`src/rtl/debounce_scheduler_if.sv`:
```
// debounce_scheduler_if: raw button inputs and debounced level/event outputs of the scheduler.
interface debounce_scheduler_if #(parameter int N_BTN = 4);
    logic [N_BTN-1:0] btn;
    logic [N_BTN-1:0] db_state;
    logic [N_BTN-1:0] press_pulse;
    logic [N_BTN-1:0] release_pulse;
    logic [N_BTN-1:0] long_press;
    logic             scan_busy;
    logic             overrun;
    modport master (output btn, input db_state, press_pulse, release_pulse, long_press, scan_busy, overrun);
    modport slave  (input btn, output db_state, press_pulse, release_pulse, long_press, scan_busy, overrun);
endinterface

```
`src/rtl/debounce_scheduler.sv`:
```
// debounce_scheduler: round-robin shared-integrator debouncer for N buttons.
// Define DEBOUNCE_SCHED_LONGPRESS_EN to add per-channel long-press detection.
module debounce_scheduler #(
    parameter int N_BTN      = 4,
    parameter int TICK_DIV   = 1000,
    parameter int THRESHOLD  = 20,
    parameter int LONG_TICKS = 500
) (
    input logic                 clk,
    input logic                 rst_n,
    debounce_scheduler_if.slave bus
);
    localparam int CW = $clog2(THRESHOLD + 1);
    localparam int TW = $clog2(TICK_DIV);
    localparam int IW = N_BTN > 1 ? $clog2(N_BTN) : 1;

    typedef enum logic {IDLE, SCAN} state_t;

    state_t           state_q;
    logic [TW-1:0]    tick_cnt_q;
    logic [IW-1:0]    idx_q;
    logic [N_BTN-1:0] s1_q, s2_q, db_q, press_q, rel_q;
    logic [CW-1:0]    cnt_q [N_BTN];
    logic             busy_q, ovr_q;
    logic             tick, cur, db_d;
    logic [CW-1:0]    cnt_d;

    assign tick = tick_cnt_q == TW'(TICK_DIV - 1);
    assign cur  = s2_q[idx_q];
    // Saturating integrator for the channel owning the current slot.
    assign cnt_d = cur ? (cnt_q[idx_q] < CW'(THRESHOLD) ? cnt_q[idx_q] + CW'(1) : cnt_q[idx_q])
                       : (cnt_q[idx_q] != '0 ? cnt_q[idx_q] - CW'(1) : cnt_q[idx_q]);
    assign db_d  = cnt_d == CW'(THRESHOLD) ? 1'b1 : cnt_d == '0 ? 1'b0 : db_q[idx_q];

    always_ff @(posedge clk or negedge rst_n) begin
        if (!rst_n) begin
            state_q    <= IDLE;
            tick_cnt_q <= '0;
            idx_q      <= '0;
            s1_q       <= '0;
            s2_q       <= '0;
            db_q       <= '0;
            press_q    <= '0;
            rel_q      <= '0;
            busy_q     <= 1'b0;
            ovr_q      <= 1'b0;
            for (int i = 0; i < N_BTN; i++) cnt_q[i] <= '0;
        end else begin
            s1_q       <= bus.btn;
            s2_q       <= s1_q;
            tick_cnt_q <= tick ? '0 : tick_cnt_q + TW'(1);
            press_q    <= '0;
            rel_q      <= '0;
            if (tick && state_q == SCAN) ovr_q <= 1'b1;
            if (state_q == IDLE) begin
                if (tick) begin
                    state_q <= SCAN;
                    busy_q  <= 1'b1;
                    idx_q   <= '0;
                end
            end else begin
                cnt_q[idx_q]   <= cnt_d;
                db_q[idx_q]    <= db_d;
                press_q[idx_q] <= db_d & ~db_q[idx_q];
                rel_q[idx_q]   <= ~db_d & db_q[idx_q];
                if (idx_q == IW'(N_BTN - 1)) begin
                    state_q <= IDLE;
                    busy_q  <= 1'b0;
                end else begin
                    idx_q <= idx_q + IW'(1);
                end
            end
        end
    end

`ifdef DEBOUNCE_SCHED_LONGPRESS_EN
    localparam int HW = $clog2(LONG_TICKS + 1);

    logic [HW-1:0]    hold_q [N_BTN];
    logic [N_BTN-1:0] lp_q;
    logic [HW-1:0]    hold_d;

    // Hold time follows the freshly updated debounced level of the slot channel.
    assign hold_d = !db_d ? '0
                  : hold_q[idx_q] < HW'(LONG_TICKS) ? hold_q[idx_q] + HW'(1) : hold_q[idx_q];

    always_ff @(posedge clk or negedge rst_n) begin
        if (!rst_n) begin
            lp_q <= '0;
            for (int i = 0; i < N_BTN; i++) hold_q[i] <= '0;
        end else begin
            lp_q <= '0;
            if (state_q == SCAN) begin
                hold_q[idx_q] <= hold_d;
                lp_q[idx_q]   <= hold_d == HW'(LONG_TICKS) && hold_q[idx_q] != HW'(LONG_TICKS);
            end
        end
    end

    assign bus.long_press = lp_q;
`else
    assign bus.long_press = '0;
`endif

    assign bus.db_state      = db_q;
    assign bus.press_pulse   = press_q;
    assign bus.release_pulse = rel_q;
    assign bus.scan_busy     = busy_q;
    assign bus.overrun       = ovr_q;
endmodule

```
`src/flat_wrapper.sv`:
```
// flat-port wrapper written by rule: the top's interface ports become plain ports
module debounce_scheduler_flat 
#(
    parameter int N_BTN      = 4,
    parameter int TICK_DIV   = 1000,
    parameter int THRESHOLD  = 20,
    parameter int LONG_TICKS = 500
)
  (clk, rst_n, bus_btn, bus_db_state, bus_press_pulse, bus_release_pulse, bus_long_press, bus_scan_busy, bus_overrun);
  debounce_scheduler_if #(.N_BTN(N_BTN)) bus_i ();
  input logic clk;
  input logic rst_n;
  input wire logic [$bits(bus_i.btn)-1:0] bus_btn;
  output wire logic [$bits(bus_i.db_state)-1:0] bus_db_state;
  output wire logic [$bits(bus_i.press_pulse)-1:0] bus_press_pulse;
  output wire logic [$bits(bus_i.release_pulse)-1:0] bus_release_pulse;
  output wire logic [$bits(bus_i.long_press)-1:0] bus_long_press;
  output wire logic [$bits(bus_i.scan_busy)-1:0] bus_scan_busy;
  output wire logic [$bits(bus_i.overrun)-1:0] bus_overrun;
  assign bus_i.btn = bus_btn;
  assign bus_db_state = bus_i.db_state;
  assign bus_press_pulse = bus_i.press_pulse;
  assign bus_release_pulse = bus_i.release_pulse;
  assign bus_long_press = bus_i.long_press;
  assign bus_scan_busy = bus_i.scan_busy;
  assign bus_overrun = bus_i.overrun;
  debounce_scheduler #(.N_BTN(N_BTN), .TICK_DIV(TICK_DIV), .THRESHOLD(THRESHOLD), .LONG_TICKS(LONG_TICKS)) u_core (.clk(clk), .rst_n(rst_n), .bus(bus_i));
endmodule
```
`config.mk`:
```
export PLATFORM = sky130hd
export DESIGN_NAME = debounce_scheduler_flat
export DESIGN_NICKNAME = d
export VERILOG_FILES = /design/src/rtl/debounce_scheduler_if.sv /design/src/rtl/debounce_scheduler.sv /design/src/flat_wrapper.sv
export SDC_FILE = /design/constraint.sdc
export NUM_CORES = 1
export LEC_CHECK = 0
export ABC_AREA = 1
export CAP_MARGIN = 10
export CORE_UTILIZATION = 50
export DETAILED_ROUTE_END_ITERATION = 8
export GPL_ROUTABILITY_DRIVEN = 1
export PLACE_DENSITY = 0.68
export SETUP_SLACK_MARGIN = 0.15
export SLEW_MARGIN = 20
export SYNTH_ARGS = -nofsm -noshare
export SYNTH_HDL_FRONTEND = slang
export SYNTH_SLANG_ARGS = --single-unit
export TNS_END_PERCENT = 1
```
`constraint.sdc`:
```
create_clock -name clk -period 2.89 [get_ports clk]
set_clock_uncertainty 0.1 [all_clocks]
set_input_delay 0.578 -clock clk [delete_from_list [all_inputs] [get_ports clk]]
set_output_delay 0.578 -clock clk [all_outputs]
set_load 0.02 [all_outputs]
```
==> results of run 1 <==
worst max path at each step:
stage / end / slack (ns)
after floorplan: u_core.bus.press_pulse[2] / 0.61
after global placement: u_core.bus.press_pulse[2] / 0.44
after detailed placement: u_core.bus.press_pulse[3] / 0.43
after CTS: u_core.bus.press_pulse[3] / 0.40
after global routing: u_core.bus.press_pulse[0] / 0.20
final: u_core.bus.press_pulse[2] / 0.44
metal layers:
layer | GRT usage [%] | wire length, um | vias to the layer above
li1 | - | - | 1039
met1 | 29.0 | 2390 | 987
met2 | 35.7 | 2550 | 45
met3 | 3.97 | 249 | 7
met4 | 7.20 | 66 | 0
met5 | 0 | 0 | -
flip-flops by register name (all words and copies together) (netlist names):
signal / count
u_core.bus.press_pulse: 4
u_core.s1_q: 4
u_core.bus.release_pulse: 4
u_core.tick_cnt_q: 10
u_core.idx_q: 2
u_core.cnt_q: 20
u_core.state_q: 1
u_core.bus.scan_busy: 1
u_core.s2_q: 4
u_core.bus.overrun: 1
u_core.bus.db_state: 4
power groups by stage:
stage | registers, mW | logic (mW) | clock network, mW
after floorplan | 0.791 | 0.0153 | 0
after global placement | 0.791 | 0.0359 | 0
after detailed placement | 0.791 | 0.0363 | 0
after CTS | 0.776 | 0.0363 | 0.449
after global routing | 0.777 | 0.0408 | 0.478
final | 0.776 | 0.0350 | 0.439
cells in the final DEF (no fill, tap or decap), drive strengths merged:
cell           synthesis  routed
a2bb2oi                1       1
xor2                   3       3
nand3b                 1       1
xnor2                  2       2
conb                   1       4
o21ai                 21      21
nand4                  3       3
dfrtp                 55      55
nor3b                  1       1
clkbuf                 1       6
a31oi                 10      10
clkdlybuf4s50          0      18
nand2                102     102
nand3                 26      26
o22ai                  1       1
nor2                  31      31
buf                    9       5
ha                     8       8
a21o                   1       1
inv                   24      25
nor4                   1       1
a21oi                  5       5
or2                    2       2
nor3                   1       1
metrics by stage:
stage	util, %	setup WS [ns]	std cells
after floorplan	-	0.609	313
after global placement	56.7	0.444	396
after detailed placement	56.7	0.426	396
after CTS	58.5	0.396	403
after global routing	58.6	0.203	403
final	58.6	0.444	403
kinds of logic (layout without fill, tap and decap cells):
group                    Yosys count  count (layout)  share of synthesized area, %
AND/OR/NAND/NOR                  168             168                          29.0
flip-flops                        55              55                          50.8
AO/OA/AOI/OAI                     39              39                          8.09
buffers and inverters             34              54                          6.61
adder cells (fa/ha/maj)            8               8                          3.70
XOR/XNOR                           5               5                          1.62
other                              1               4                         0.138
cell type report:
| type | count | area (um2) |
|---|---|---|
| flip-flops and latches | 55 | 1380 |
| multi-input cells | 224 | 1170 |
| repair buffers | 23 | 215 |
| clock inverters | 1 | 8.76 |
| fillers | 462 | 2140 |
| clock buffers | 6 | 82.6 |
| inverters | 24 | 92.6 |
| well taps | 70 | 87.6 |
==> results.sh, run 1 <==
export IMPL_initial_utilization_pct=52.3
export IMPL_drv_slew=0
export IMPL_layout_worst_path_cycle_share_pct=84.6
export IMPL_ys_async_sr_fraction_pct=100
export IMPL_detailed_place_hpwl_mm=3.74
export IMPL_synthMostInstantiatedCell="nand2_1"
export IMPL_die_area_um2=5710
export IMPL_vdd_drop_max_mv=0.305
export IMPL_ys_ff_latch=55
export IMPL_worst_setup_path_startpoint="u_core.idx_q[0]"
export IMPL_sum_of_buffers_and_inverters_on_the_critical_path=1
export IMPL_antenna_found_initial=0
export IMPL_tritoncts="yes"
export IMPL_largest_net_degree_at_the_start_of_global_routing=32
export IMPL_mean_cell_area_of_the_mapped_netlist_um2=8.73
export IMPL_count_of_port_buffers_added_during_placement=19
export IMPL_r2r_cells=14
export IMPL_setup_tns_ns=0
export IMPL_gr_total_overflow=0
export IMPL_clock_sinks=55
export IMPL_cts_htree_levels=2
export IMPL_seq_power_share_pct=62.1
export IMPL_synth_edf_count=0
export IMPL_flow_area_growth_from_synthesis_pct=12.0
export IMPL_hold_class="input port to async pin"
export IMPL_gp_congestion=0.782
export IMPL_cpPeakStageDelay_ns=0.40
export IMPL_crit_fanout=18
export IMPL_cts_buffers_inserted=5
export IMPL_placed_cell_area_um2=2940
export IMPL_wire_length_of_the_first_global_routing_pass_mm=9.05
export IMPL_top_reg_cell_synth="dfrtp_1"
export IMPL_cts_setup_buffers=0
export IMPL_regToRegStartpoint="u_core.idx_q[0]"
export IMPL_drcViolationCount=0
export IMPL_post_synth_top_area_cell="dfrtp_1"
export IMPL_detailroute_via_count=2078
export IMPL_path_class="register to register"
export IMPL_hold_violations=0
export IMPL_drive_gt1_share_pct=12.9
export IMPL_worst_setup_hold_path_clk_slew_ns=0.10
export IMPL_power_switching_uw=273
export IMPL_main_area_contributors_after_synthesis="dfrtp_1 (51%), nand2_1 (13%), nand3_1 (4.3%)"
export IMPL_reg2reg_slack_ns=0.44
export IMPL_grt_pass1_vias=1924
export IMPL_rows=26
export IMPL_hold_slack_ns=0.00931
export IMPL_drt_iter0_markers=134
export IMPL_worstSetupEndpointType="register"
export IMPL_run_status="completed"
export IMPL_postCtsResizedCells=0
export IMPL_most_numerous_cell_types_in_the_synthesized_netlist="nand2_1 (91), dfrtp_1 (55), nand3_1 (23), nor2_1 (23), inv_1 (20)"
export IMPL_wire_length_per_cell_um=13.0
export IMPL_power_density_normalized_to_cell_area_nw_per_um2=412
export IMPL_rsz0062_at_grt="false"
export IMPL_routed_wl_mm=5.26
export IMPL_cp_data_arrival_time_ns=2.60
export IMPL_number_of_antenna_diodes=0
export IMPL_count_of_mapped_cells_out_of_synthesis=310
export IMPL_internal_power_contribution_uw=977
export IMPL_path_delay_family="simple AND/OR/NAND/NOR gates"
export IMPL_synth_seq_area_share_pct=50.8
export IMPL_max_buffers_root_to_sink=2
export IMPL_worst_r2r_end="u_core.bus.press_pulse[2]"
export IMPL_max_slew_margin_vs_limit_pct=60.2
export IMPL_yosys_area_top_type_share_pct=50.8
export IMPL_ioPinCount=24
export IMPL_tightest_slew_ns=0.591
export IMPL_fmax_mhz=409
export IMPL_root_buffer="clkbuf_8"
export IMPL_fp_dieW_um=75.6
export IMPL_required_ns=3.04
export IMPL_leakagePower_nw=1.51
export IMPL_final_design_area_no_fill_um2=3030
export IMPL_core_box_area_um2=5170
export IMPL_die_y_um=75.6
export IMPL_clock_latency_ns=0.31
export IMPL_drv_max_cap_violation_count=0
export IMPL_final_setup_viols=0
export IMPL_final_net_count=347
export IMPL_pnr_total_power_mw=1.25
export IMPL_crit_path_cell_trace="buf_4, nand2_1, nand3_1, nand2_2, ha_1, nand2_2, nor2_2, nor2_2, nand2_2, nand2_1, nand2_1, nand3b_1, or2_4, nor2_2"
export IMPL_cts_hold_repair_buffers=0
export IMPL_synth_warning_count=0
export IMPL_post_synth_num_cell_types=34
export IMPL_pwr_share_comb_pct=2.8
export IMPL_sw_share_pct=21.8
export IMPL_cp_num_cells=14
export IMPL_routed_via_density=5.16
export IMPL_area_of_the_mapped_netlist_um2=2710
export IMPL_drtAntennaViolNets=0
export IMPL_dr_pass1_iters=4
export IMPL_grt_usage_pct=21.6
export IMPL_clock_power_share_pct=35.1
export IMPL_finalWorstPathRequiredPeriod_ns=2.45
export IMPL_cp_start_kind="register"
export IMPL_cp_slowest_cell="dfrtp_1"
No activity file was read; power rests on OpenSTA's default activity.
==> run 2, diff against run 1 <==
==> constraint.sdc (replaced) <==
create_clock -name clk -period 2.26 [get_ports clk]
set_clock_uncertainty 0.1 [all_clocks]
set_input_delay 0.452 -clock clk [delete_from_list [all_inputs] [get_ports clk]]
set_output_delay 0.452 -clock clk [all_outputs]
set_load 0.02 [all_outputs]
==> results.sh, run 2 (synthesis results as in run 1) <==
export IMPL_seq_power_share_pct=63.1
export IMPL_path_class="register to register"
export IMPL_largest_register="u_core.cnt_q"
export IMPL_regToRegStartpoint="u_core.idx_q[1]"
export IMPL_rows=26
export IMPL_cts_htree_levels=2
export IMPL_count_of_port_buffers_added_during_placement=19
export IMPL_finalWorstPathRequiredPeriod_ns=2.33
export IMPL_drt_iter0_markers=114
export IMPL_hold_class="input port to async pin"
export IMPL_fill_cell_instance_count_of_the_final_layout=405
export IMPL_crit_fanout=6
export IMPL_final_design_area_no_fill_um2=3500
export IMPL_worst_r2r_end="u_core.bus.press_pulse[3]"
export IMPL_power_density_normalized_to_cell_area_nw_per_um2=449
export IMPL_max_slew_margin_vs_limit_pct=56.0
export IMPL_die_area_um2=5710
export IMPL_place_detailed_instances=417
export IMPL_wire_length_of_the_first_global_routing_pass_mm=9.23
export IMPL_clock_latency_ns=0.31
export IMPL_die_y_um=75.6
export IMPL_top_regs="u_core.cnt_q x20, u_core.tick_cnt_q x10"
export IMPL_drtAntennaViolNets=0
export IMPL_tritoncts="yes"
export IMPL_wire_length_per_cell_um=13.3
export IMPL_routed_wl_mm=5.93
export IMPL_ioPinCount=24
export IMPL_fp_dieW_um=75.6
export IMPL_layout_common_cells="nand2_1 (78), dfrtp_1 (53), buf_4 (42)"
export IMPL_number_of_antenna_diodes=0
export IMPL_final_setup_viols=5
export IMPL_drv_max_cap_violation_count=0
export IMPL_core_box_area_um2=5170
export IMPL_tightest_slew_ns=0.660
export IMPL_detailroute_via_count=2258
export IMPL_pwr_share_comb_pct=3.2
export IMPL_crit_path_end="u_core.bus.press_pulse[3]"
export IMPL_root_buffer="clkbuf_8"
export IMPL_cp_data_arrival_time_ns=2.47
export IMPL_cp_start_kind="register"
export IMPL_fin_ws_ns=-0.0732
export IMPL_vdd_drop_max_mv=0.344
export IMPL_flow_area_growth_from_synthesis_pct=29.3
export IMPL_multiInputGateArea_um2=1320
export IMPL_run_status="finished, violations left"
export IMPL_final_instance_count_excl_fill=445
export IMPL_clock_power_share_pct=33.7
export IMPL_r2r_cells=12
export IMPL_worst_setup_path_startpoint="u_core.idx_q[1]"
export IMPL_clock_sinks=55
export IMPL_internal_power_contribution_mw=1.23
export IMPL_layout_area_seq_um2=1380
export IMPL_rsz0062_at_grt="true"
export IMPL_detailed_place_hpwl_mm=4.03
export IMPL_fmax_mhz=429
export IMPL_sw_share_pct=21.8
export IMPL_required_ns=2.40
export IMPL_antenna_found_initial=0
export IMPL_largest_net_degree_at_the_start_of_global_routing=56
export IMPL_worstSetupEndpointType="register"
export IMPL_gr_total_overflow=0
export IMPL_cts_hold_repair_buffers=0
export IMPL_reg2reg_slack_ns=-0.07
export IMPL_cts_buffers_inserted=5
export IMPL_drive_gt1_share_pct=29.3
export IMPL_initial_utilization_pct=52.3
export IMPL_grt_pass1_vias=2049
export IMPL_routed_via_density=5.07
export IMPL_worst_setup_hold_path_clk_slew_ns=0.10
export IMPL_leakagePower_nw=1.73
export IMPL_drv_slew=0
export IMPL_grt_usage_pct=22.0
export IMPL_violated_checks="negative setup slack"
export IMPL_drcViolationCount=0
export IMPL_placed_cell_area_um2=3110
export IMPL_final_net_count=388
export IMPL_dr_pass1_iters=4
export IMPL_max_buffers_root_to_sink=2
export IMPL_gp_congestion=0.952
export IMPL_layout_worst_path_cycle_share_pct=103
export IMPL_layout_commonest_cell="nand2_1"
export IMPL_largest_reg_flops=20
export IMPL_hold_violations=0
export IMPL_power_switching_uw=344
==> run 2: cell count changes in the layout (fill, tap and decap cells not counted), sizes merged <==
cell    before  now
inv         25   24
clkinv       0    1
clkbuf       6    7
buf          5   46
==> run 2: critical path, stage by stage (launching register included) <==
cell	delay [ns]
dfrtp_2	0.47
buf_4	0.15
buf_4	0.14
nand3_2	0.09
nand2_4	0.09
buf_4	0.16
buf_4	0.13
nand4_1	0.08
a21oi_2	0.06
nor2_2	0.19
nand3b_1	0.19
or2_4	0.33
nor2_2	0.08
==> run 2: how the worst min path moves through the flow <==
stage	to	slack, ns	cells after the start
final	u_core.bus.db_state[2]	0.16	2
after global routing	u_core.bus.db_state[2]	0.22	2
after CTS	u_core.bus.db_state[2]	0.18	2
after detailed placement	u_core.s2_q[3]	0.23	0
after global placement	u_core.s2_q[2]	0.23	0
after floorplan	u_core.bus.db_state[0]	0.06	0
==> run 2: power by group through the flow <==
stage | combinational [mW] | sequential (mW) | clock [mW]
3_5_place_dp | 0.0458 | 1.01 | 0
6_report | 0.0499 | 0.992 | 0.530
5_1_grt | 0.0569 | 0.993 | 0.587
4_1_cts | 0.0465 | 0.992 | 0.548
3_3_place_gp | 0.0454 | 1.01 | 0
2_1_floorplan | 0.0196 | 1.01 | 0
==> run 2: repair_timing <==
item	CTS	global route
setup endpoints to repair	12	20
setup buffers	3	17
resized for setup	10	34
pin swaps	10	21
==> run 2: layout make-up <==
cell class	count	area share, %
Clock inverter	1	0.250
Tap cell	70	2.50
Clock buffer	7	2.18
Inverter	24	2.79
Multi-Input combinational cell	224	37.6
Sequential cell	55	39.4
Timing Repair Buffer	64	15.3
==> run 2: stage by stage <==
stage / hold WS [ns] / total power, mW / TNS (ns) / utilization, % / setup slack [ns]
2_1_floorplan: 0.0564 / 1.03 / 0 / - / 0.00121
4_1_cts: 0.182 / 1.59 / -0.0586 / 63.0 / -0.0178
3_5_place_dp: 0.235 / 1.06 / -0.344 / 60.2 / -0.0599
5_1_grt: 0.218 / 1.64 / -1.51 / 67.7 / -0.174
6_report: 0.156 / 1.57 / -0.294 / 67.7 / -0.0732
3_3_place_gp: 0.231 / 1.06 / -0.0712 / 60.2 / -0.0232
==> run 2: metal layers <==
metal / GRT usage (%) / vias up / part of all wire (%)
met3: 4.76 / 12 / 3.4
met4: 7.41 / 0 / 2.1
met1: 28.5 / 1069 / 44
li1: - / 1122 / -
met5: 0 / - / 0
met2: 36.7 / 55 / 51
==> run 3, diff against run 2 <==
--- a/config.mk
+++ b/config.mk
@@ -7,12 +7,13 @@
 export LEC_CHECK = 0
 export ABC_AREA = 1
 export CAP_MARGIN = 10
+export CORE_MARGIN = 2
 export CORE_UTILIZATION = 50
 export DETAILED_ROUTE_END_ITERATION = 8
 export GPL_ROUTABILITY_DRIVEN = 1
 export PLACE_DENSITY = 0.68
 export SETUP_SLACK_MARGIN = 0.15
-export SLEW_MARGIN = 20
+export SLEW_MARGIN = 40
 export SYNTH_ARGS = -nofsm -noshare
 export SYNTH_HDL_FRONTEND = slang
 export SYNTH_SLANG_ARGS = --single-unit
==> constraint.sdc (replaced) <==
create_clock -name clk -period 2.65 [get_ports clk]
set_clock_uncertainty 0.1 [all_clocks]
set_input_delay 0.53 -clock clk [delete_from_list [all_inputs] [get_ports clk]]
set_output_delay 0.53 -clock clk [all_outputs]
set_load 0.02 [all_outputs]
==> results.sh, run 3 (synthesis results as in run 1) <==
export IMPL_cts_hold_repair_buffers=0
export IMPL_global_route_usage_met2_pct=32.0
export IMPL_layout_commonest_cell="nand2_1"
export IMPL_run_status="completed"
export IMPL_internal_power_contribution_mw=1.13
export IMPL_rsz0062_at_grt="true"
export IMPL_root_buffer="clkbuf_8"
export IMPL_antenna_found_initial=0
export IMPL_cts_buffers_inserted=5
export IMPL_power_switching_uw=288
export IMPL_gr_total_overflow=0
export IMPL_dr_pass1_iters=4
export IMPL_gp_congestion=0.931
export IMPL_largest_reg_flops=20
export IMPL_regToRegStartpoint="u_core.idx_q[0]"
export IMPL_final_instance_count_excl_fill=425
export IMPL_wire_length_of_the_first_global_routing_pass_mm=9.25
export IMPL_drive_gt1_share_pct=22.5
export IMPL_grt_usage_pct=19.5
export IMPL_top_regs="u_core.cnt_q x20, u_core.tick_cnt_q x10"
export IMPL_drtAntennaViolNets=0
export IMPL_worst_setup_path_startpoint="u_core.idx_q[0]"
export IMPL_vdd_drop_max_mv=0.288
export IMPL_ioPinCount=24
export IMPL_tritoncts="yes"
export IMPL_core_box_area_um2=5170
export IMPL_hold_class="input port to async pin"
export IMPL_detailroute_via_count=2176
export IMPL_worst_r2r_end="u_core.bus.press_pulse[1]"
export IMPL_final_setup_viols=0
export IMPL_grt_busiest_layer="met2"
export IMPL_final_net_count=369
export IMPL_wire_length_per_cell_um=13.5
export IMPL_reg2reg_slack_ns=0.20
export IMPL_cts_htree_levels=2
export IMPL_count_of_port_buffers_added_during_placement=19
export IMPL_finalWorstPathRequiredPeriod_ns=2.45
export IMPL_detailed_place_hpwl_mm=4.01
export IMPL_drv_max_cap_violation_count=0
export IMPL_crit_path_end="u_core.bus.press_pulse[1]"
export IMPL_r2r_cells=14
export IMPL_cp_start_kind="register"
export IMPL_sw_share_pct=20.3
export IMPL_drv_slew=0
export IMPL_pwr_share_comb_pct=2.8
export IMPL_initial_utilization_pct=52.3
export IMPL_rows=26
export IMPL_clock_sinks=55
export IMPL_hold_slack_ns=0.0471
export IMPL_worstSetupEndpointType="register"
export IMPL_required_ns=2.79
export IMPL_largest_register="u_core.cnt_q"
export IMPL_fmax_mhz=409
export IMPL_max_buffers_root_to_sink=2
export IMPL_place_detailed_instances=400
export IMPL_routed_via_density=5.12
export IMPL_path_class="register to register"
export IMPL_use_met3_pct=3.60
export IMPL_number_of_antenna_diodes=0
export IMPL_worst_setup_hold_path_clk_slew_ns=0.09
export IMPL_crit_fanout=11
export IMPL_fill_cell_instance_count_of_the_final_layout=451
export IMPL_die_area_um2=6020
export IMPL_cp_data_arrival_time_ns=2.59
export IMPL_layout_common_cells="nand2_1 (82), dfrtp_1 (53), nor2_1 (23), buf_4 (23)"
export IMPL_routed_wl_mm=5.75
export IMPL_largest_net_degree_at_the_start_of_global_routing=21
export IMPL_layout_worst_path_cycle_share_pct=92.3
export IMPL_clock_latency_ns=0.31
export IMPL_groute_layer_met1_usage_pct=25.8
export IMPL_drcViolationCount=0
export IMPL_dp_worst_setup_slack_ns=0.195
export IMPL_fp_dieW_um=77.6
export IMPL_seq_power_share_pct=59.6
export IMPL_drt_iter0_markers=141
export IMPL_die_y_um=77.6
export IMPL_grt_pass1_vias=2018
export IMPL_setup_tns_ns=0
export IMPL_power_density_normalized_to_cell_area_nw_per_um2=426
export IMPL_leakagePower_nw=1.67
export IMPL_clock_power_share_pct=37.7
export IMPL_flow_area_growth_from_synthesis_pct=23.2
export IMPL_fin_ws_ns=0.203
export IMPL_hold_violations=0
-- run 3: cell count changes in the layout (fill, tap and decap cells not counted), sizes merged --
cell    change
buf        -20
clkinv      -1
bufinv      +1
-- run 3: power by group through the flow --
stage	registers [mW]	logic [mW]	clock network, mW
2_1_floorplan	0.863	0.0167	0
3_3_place_gp	0.863	0.0387	0
3_5_place_dp	0.863	0.0392	0
4_1_cts	0.846	0.0392	0.543
5_1_grt	0.847	0.0455	0.577
6_report	0.846	0.0393	0.535
-- run 3: worst min path at each step --
stage,from,end,slack [ns],cells after the start
final,rst_n,u_core.bus.release_pulse[2],0.05,1
after global routing,rst_n,u_core.bus.release_pulse[0],0.09,1
after CTS,rst_n,u_core.bus.db_state[1],0.07,1
after detailed placement,u_core.s1_q[2],u_core.s2_q[2],0.23,0
after global placement,u_core.s1_q[1],u_core.s2_q[1],0.23,0
after floorplan,rst_n,u_core.bus.db_state[0],0.13,0
-- run 3: stage by stage --
stage	util [%]	power, mW	area [um2]
4_1_cts	59.3	1.43	3070
6_report	64.5	1.42	3340
3_5_place_dp	57.3	0.902	2970
5_1_grt	64.5	1.47	3340
2_1_floorplan	-	0.879	2720
3_3_place_gp	57.3	0.901	2970
-- run 3: cell type report --
cell class	instances	area (um2)	area share (%)
repair buffers	45	409	12.3
flip-flops and latches	55	1380	41.3
inverters	24	97.6	2.92
clock inverters	1	30.0	0.900
multi-input cells	224	1260	37.8
well taps	70	87.6	2.62
clock buffers	6	72.6	2.17
-- run 3: worst max-delay path: stages, from the launching register on --
cell and delay (ns):
dfrtp_2 0.51, inv_8 0.08, nand2_1 0.09, nand3_1 0.08
nand2_2 0.15, ha_4 0.17, nand2_4 0.07, o21ai_4 0.16
nand2_1 0.08, nand2_2 0.11, nand2_2 0.07, nor2_2 0.14
nand3b_1 0.16, or2_4 0.32, nor2_2 0.10
-- run 3: repair_timing --
action	CTS	global route
setup endpoints to repair	0	12
buffers inserted	0	17
resized for setup	0	31
-- run 3: metal layers --
| layer | up-vias | routed length [um] |
|---|---|---|
| met5 | - | 0 |
| met4 | 0 | 130 |
| met3 | 14 | 233 |
| met2 | 53 | 2910 |
| met1 | 1029 | 2480 |
| li1 | 1080 | - |
